===== src/rtl/linebuf_ctrl.sv =====
// Sequencer for a three-bank line buffer: tracks col/row, rotates the write bank, and emits window strobes and bank selects.
// Write controls are combinational in the accept cycle; window outputs follow one cycle later, aligned with bank read data.
// No backpressure: every in_valid pixel is accepted, one per cycle, with no dead cycles at row or frame wrap.
module linebuf_ctrl #(
  parameter int ADDR_WIDTH = 7,
  parameter int LENGTH     = 100,
  parameter int HEIGHT     = 64,
  parameter int ROW_WIDTH  = 7
) (
  input  logic                  clk,
  input  logic                  rst,
  input  logic                  in_valid,
  input  logic                  frame_start,
  output logic                  wr_en,
  output logic [1:0]            wr_bank,
  output logic [ADDR_WIDTH-1:0] wr_addr,
  output logic [ADDR_WIDTH-1:0] rd_addr,
  output logic                  out_valid,
  output logic [1:0]            sel_top,
  output logic [1:0]            sel_mid,
  output logic [ADDR_WIDTH-1:0] out_col,
  output logic [ROW_WIDTH-1:0]  out_row,
  output logic                  line_done,
  output logic                  frame_done
);

  logic [ADDR_WIDTH-1:0] col, cur_col;
  logic [ROW_WIDTH-1:0]  row, cur_row;
  logic [1:0]            bank, cur_bank;
  logic                  last_col, last_row;

  function automatic logic [1:0] inc3(input logic [1:0] b);
    return (b == 2'd2) ? 2'd0 : b + 2'd1;
  endfunction

  // frame_start makes this cycle behave as the first pixel of a fresh frame
  always_comb begin
    cur_col  = frame_start ? '0 : col;
    cur_row  = frame_start ? '0 : row;
    cur_bank = frame_start ? 2'd0 : bank;
    last_col = (cur_col == ADDR_WIDTH'(LENGTH - 1));
    last_row = (cur_row == ROW_WIDTH'(HEIGHT - 1));
  end

  assign wr_en   = in_valid & ~rst;
  assign wr_bank = rst ? 2'd0 : cur_bank;
  assign wr_addr = rst ? '0 : cur_col;
  assign rd_addr = wr_addr;

  always_ff @(posedge clk) begin
    if (rst) begin
      col        <= '0;
      row        <= '0;
      bank       <= 2'd0;
      out_valid  <= 1'b0;
      sel_top    <= 2'd0;
      sel_mid    <= 2'd0;
      out_col    <= '0;
      out_row    <= '0;
      line_done  <= 1'b0;
      frame_done <= 1'b0;
    end else if (in_valid) begin
      if (!last_col) begin
        col  <= cur_col + ADDR_WIDTH'(1);
        row  <= cur_row;
        bank <= cur_bank;
      end else if (!last_row) begin
        col  <= '0;
        row  <= cur_row + ROW_WIDTH'(1);
        bank <= inc3(cur_bank);
      end else begin
        // HEIGHT need not be a multiple of 3, so the bank restarts explicitly
        col  <= '0;
        row  <= '0;
        bank <= 2'd0;
      end
      out_valid  <= (cur_row >= ROW_WIDTH'(2));
      sel_top    <= inc3(cur_bank);
      sel_mid    <= inc3(inc3(cur_bank));
      out_col    <= cur_col;
      out_row    <= cur_row;
      line_done  <= last_col;
      frame_done <= last_col & last_row;
    end else begin
      if (frame_start) begin
        col  <= '0;
        row  <= '0;
        bank <= 2'd0;
      end
      out_valid  <= 1'b0;
      line_done  <= 1'b0;
      frame_done <= 1'b0;
    end
  end

endmodule


===== config.mk =====
export PLATFORM = sky130hd
export DESIGN_NAME = linebuf_ctrl
export DESIGN_NICKNAME = d
export VERILOG_FILES = /design/src/rtl/linebuf_ctrl.sv
export SDC_FILE = /design/constraint.sdc
export NUM_CORES = 1
export LEC_CHECK = 0
export ABC_AREA = 1
export CORE_MARGIN = 1
export CORE_UTILIZATION = 51
export CTS_BUF_LIST = sky130_fd_sc_hd__clkbuf_4 sky130_fd_sc_hd__clkbuf_8
export DETAILED_ROUTE_END_ITERATION = 16
export GPL_TIMING_DRIVEN = 0
export PLACE_DENSITY = 0.82
export SLEW_MARGIN = 10
export SYNTH_ARGS = -nofsm -noshare
export SYNTH_HDL_FRONTEND = slang
export SYNTH_SLANG_ARGS = --single-unit

===== constraint.sdc =====
create_clock -name clk -period 1.8 [get_ports clk]
set_input_delay 0.18 -clock clk [delete_from_list [all_inputs] [get_ports clk]]
set_output_delay 0.18 -clock clk [all_outputs]
set_load 0.005 [all_outputs]

==> results.cfg, run 1 <==
[power_and_ir_drop]
ir_worst_vdd_mv = 0.543
p_leak_nw = 1.05
power.density_mw_per_mm2 = 679

[clock_network]
cts-buffers-inserted = 5
clkTransAtPathRegs_ns = 0.11
root_buffer = clkbuf_4
cts.path.max_buffers = 2
cts_sinks = 36
cts_tree = built
htree_levels = 2
worstSkewPairLatency_ns = 0.36

[route]
avgRoutedWirePerCell_um = 13.4
firstDrtPassIters = 4
avgViaCountPerCell = 5.06
antenna_left = 0
vias = 1604
remaining_drc_errors = 0
drt_first_iter_violations = 46
drt-total-wl_um = 4260

[floorplanning]
row_count = 20
initial_utilization_pct = 55.3
fp.dieW_um = 60.5
die_y_um = 60.5
die-area_mm2 = 0.00366
ios = 42
core_mm2 = 0.00315

[timing]
fin_crit_sh_pct = 96.9
setup_viol = 0
whs_ns = 0.178
fin_setup_tns_ns = 0
slew_viol_final = 0
relSlewSlack_pct = 69.0
tightestPinTransition_ns = 0.466
fmax_mhz = 573
worst_clock_skew_ns = 0.0131
hold_viol_final = 0
period_needed_ns = 1.74

[synthesis]
yosys_warnings = 0
synth_seq_cells = 36
syn_nets = 226
ys_seq_area_share_pct = 41.3
yosysUniqueCellTypes = 34
synthesis.area_mm2 = 0.00174
synth_cells = 220
synth_area_per_cell_um2 = 7.92

[setup_path]
worstSetupPathType = register to output pin
worstPathArrival_ns = 1.56
cp-start-kind = register
cp.required_ns = 1.62
end_kind = output pin
worstPathMaxFanout = 3

[cells_and_area]
fill_cells = 251
utilization_pct = 76.4
final_layout_size_suffix_gt1_share_pct = 26.4
n_antenna_cell = 0
final_area_mm2 = 0.00241
area_delta_synth_final_pct = 38.3
layout_common_cells = nand2_1, dfxtp_1, clkdlybuf4s50_1
nets = 278

[grt]
antenna_found_initial = 0
gr-total-overflow = 0
first_global_vias = 1434
grt_max_degree = 12
grt_usage_pct = 25.5
grt_pass1_wl_um = 6730

[run_status]
status = finished, final reports clean

[run]
max_cap_viol_count = 0

[placed_design]
place_area_mm2 = 0.00219
gp_congestion = 0.859
io_buffers = 39
dp_hpwl_um = 2920

[hold_path]
hp-class = input port to register
-- routing by layer --
metal	vias up	GRT usage, %	wire, um
met5	-	0	0
met1	738	31.5	1860
li1	801	-	-
met4	0	9.42	102
met3	9	6.82	236
met2	56	42.9	2060
-- logic make-up after synthesis --
family | count (synthesis) | share of synthesized area [%]
AOI/OAI and AO/OA | 40 | 12.3
adders and majority gates | 2 | 1.44
xor gates and xnor gates | 3 | 1.51
DFF | 36 | 41.3
buffers and inverters | 42 | 12.7
and+or+nand+nor | 97 | 30.7
-- what timing repair did --
item,CTS,global route
hold buffers,0,0
resized for setup,20,11
setup endpoints to repair,16,17
cloned,0,0
setup buffers,4,3
pin swaps,2,5
-- worst max-delay path: stages (launching register included) --
cell and delay, ns:
dfxtp_2 0.37, nand2_1 0.13, nor2_4 0.13, buf_4 0.11, clkdlybuf4s50_1 0.48
-- registers in the layout (all words and copies together), names as in the netlist --
name	count
line_done	1
row	7
bank	2
col	7
frame_done	1
sel_mid	1
out_valid	1
out_row	7
out_col	7
sel_top	2
-- area by class of cell --
type	instances	area, um^2	share of cell area (%)
Buffer	16	130	5.40
Clock inverter	1	30.0	1.25
Clock buffer	7	65.1	2.70
Timing Repair Buffer	46	453	18.8
Multi-Input combinational cell	142	851	35.3
Tap cell	44	55.1	2.28
Sequential cell	36	724	30.1
Inverter	25	101	4.21
-- report_power, final --
group	internal [mW]	switching, mW	leakage [nW]	total, mW
clock	0.369	0.283	0.0515	0.652
combinational	0.0750	0.0852	0.707	0.160
sequential	0.816	0.00950	0.295	0.825
-- synthesized netlist by cell type (all sizes together) --
cell	n	area (um^2)
nand3	11	92.6
nand2	40	178
ha	2	25.0
nor4	1	6.26
inv	25	101
a32o	1	10.0
nand4	3	18.8
clkbuf	3	12.5
xor2	3	26.3
nor2	38	210
nor3	2	15.0
a21oi	19	98.9
o21ai	17	85.1
dfxtp	36	721
buf	14	108
nor3b	2	15.0
o22ai	2	12.5
o21a	1	7.51
-- through the flow --
step	power [mW]	instances	setup WS, ns
2_1_floorplan	0.919	220	0.297
3_3_place_gp	0.983	303	-0.397
3_5_place_dp	0.985	303	-0.418
4_1_cts	1.63	314	0.00334
5_1_grt	1.69	317	-0.00597
6_report	1.64	317	0.0558
-- path summary, 6_finish.rpt --
check	slack, ns	cells past startpoint	end	from
hold / removal	0.18	3	out_col[0]$_SDFFE_PP0P_	in_valid
setup / recovery	0.06	4	wr_addr[6]	col[6]$_SDFF_PP0_
setup reg to reg	0.14	10	row[3]$_SDFF_PP0_	col[0]$_SDFF_PP0_
hold reg to reg	0.47	2	sel_top[1]$_SDFFE_PP0P_	sel_top[1]$_SDFFE_PP0P_
Note: power is estimated with default switching activity, not from simulation.
==> run 2: changes to the inputs <==
- CORE_ASPECT_RATIO: not set -> 2
- CORE_UTILIZATION: 51 -> 40
- PLACE_DENSITY: 0.82 -> 0.67
==> results.cfg, run 2 (synthesis results as in run 1) <==
[timing]
fmax_mhz = 588
relSlewSlack_pct = 66.5
setup_viol = 0
worst_clock_skew_ns = 0.00707
slew_viol_final = 0
whs_ns = 0.241
hold_viol_final = 0
fin_setup_tns_ns = 0
period_needed_ns = 1.70
grt_setup_unrepaired = false
tightestPinTransition_ns = 0.502
fin_crit_sh_pct = 94.4

[setup_path]
worst-r2r-cell-count = 10
worstSetupPathType = register to output pin
end_kind = output pin
worstPathArrival_ns = 1.52
worstPathMaxFanout = 3
cp.required_ns = 1.62
rr_endpoint = row[3]$_SDFF_PP0_
reg2reg_slack_ns = 0.13
reg2reg_from = col[1]$_SDFF_PP0_
cp-start-kind = register

[grt]
met3_usage_pct = 3.03
first_global_vias = 1435
antenna_found_initial = 0
grt_pass1_wl_um = 6600
grt_usage_pct = 19.1
gr-total-overflow = 0
grt_max_degree = 12
gr-usage-met1_pct = 18.9
busiest_layer = met2
grtUsageMet2_pct = 37.3

[clock_network]
clkTransAtPathRegs_ns = 0.07
hold_buffers = 0
cts.path.max_buffers = 2
worstSkewPairLatency_ns = 0.29
cts_sinks = 36
root_buffer = clkbuf_8
cts_tree = built
cts-buffers-inserted = 5
htree_levels = 2

[power_and_ir_drop]
ir_worst_vdd_mv = 0.689
p_leak_nw = 1.03
total_power_mw = 1.76
power.density_mw_per_mm2 = 723

[hold_path]
hold_depth = 3
min_from = in_valid
hold_path_end = out_col[0]$_SDFFE_PP0P_
hp-class = input port to register

[cells_and_area]
final_layout_size_suffix_gt1_share_pct = 25.0
layout_common_cells = dfxtp_1, nand2_1, clkdlybuf4s50_1
n_antenna_cell = 0
final_common_cell = dfxtp_1
fill_cells = 394
area_delta_synth_final_pct = 39.3
nets = 277
final_area_mm2 = 0.00243

[route]
drt-total-wl_um = 4130
drt_first_iter_violations = 36
avgRoutedWirePerCell_um = 12.8
remaining_drc_errors = 0
vias = 1569
avgViaCountPerCell = 4.84
firstDrtPassIters = 4
antenna_left = 0

[floorplanning]
initial_utilization_pct = 42.2
die-area_mm2 = 0.00464
core_mm2 = 0.00413
die_y_um = 95.4
ios = 42
fp.dieW_um = 48.7
row_count = 33

[placed_design]
dp_hpwl_um = 3090
place_area_mm2 = 0.00220
gp_congestion = 0.796
io_buffers = 39

[run]
max_cap_viol_count = 0

[run_status]
status = finished, final reports clean
[run 2: cell count changes in the layout (fill, tap and decap cells not counted), sizes merged]
cell	before	now
dlymetal6s2s	5	3
dlygate4sd2	0	2
buf	21	20
[run 2: metal layers]
| metal | vias to the layer above | share of wire [%] |
|---|---|---|
| met3 | 7 | 3.3 |
| met2 | 35 | 57 |
| met1 | 723 | 38 |
| li1 | 804 | - |
| met5 | - | 0 |
| met4 | 0 | 2.2 |
[run 2: final cells by class]
cell class / instances / area, um^2 / area share (%)
Buffer: 17 / 138 / 5.67
Tap cell: 52 / 65.1 / 2.68
Clock inverter: 1 / 30.0 / 1.24
Inverter: 25 / 101 / 4.17
Sequential cell: 36 / 722 / 29.7
Timing Repair Buffer: 44 / 430 / 17.7
Multi-Input combinational cell: 142 / 846 / 34.8
Clock buffer: 7 / 96.3 / 3.97
[run 2: timing repair]
action	in CTS	in global routing
endpoints found under the setup margin	15	5
pin swaps	0	4
setup buffers	2	3
gates cloned	0	0
gates resized for setup	22	6
[run 2: worst max path at each step]
stage	start	slack [ns]	to
floorplan	frame_start	0.30	row[3]$_SDFF_PP0_
global placement	rst	-0.50	wr_addr[2]
detailed placement	rst	-0.51	wr_addr[2]
CTS	rst	0.008	wr_addr[3]
global route	col[0]$_SDFF_PP0_	0.02	wr_addr[0]
finish	col[0]$_SDFF_PP0_	0.10	wr_addr[0]
[run 2: critical path: stages (launching register included)]
cell and delay [ns]:
dfxtp_1 0.32, inv_1 0.06, nor2_4 0.14, inv_2 0.06
nor2_4 0.07, buf_4 0.10, clkdlybuf4s50_1 0.48
[run 2: stage by stage]
stage	instances	setup WS, ns	util [%]
after global placement	311	-0.504	53.2
final	324	0.100	58.8
after CTS	321	0.00843	57.9
after global routing	324	0.0192	58.8
after floorplan	220	0.297	-
after detailed placement	311	-0.510	53.2
[run 2: power by group]
group	internal [mW]	leakage, nW	switching, mW
sequential	0.816	0.294	0.00897
clock	0.489	0.0645	0.283
combinational	0.0743	0.673	0.0840
total	1.38	1.03	0.376
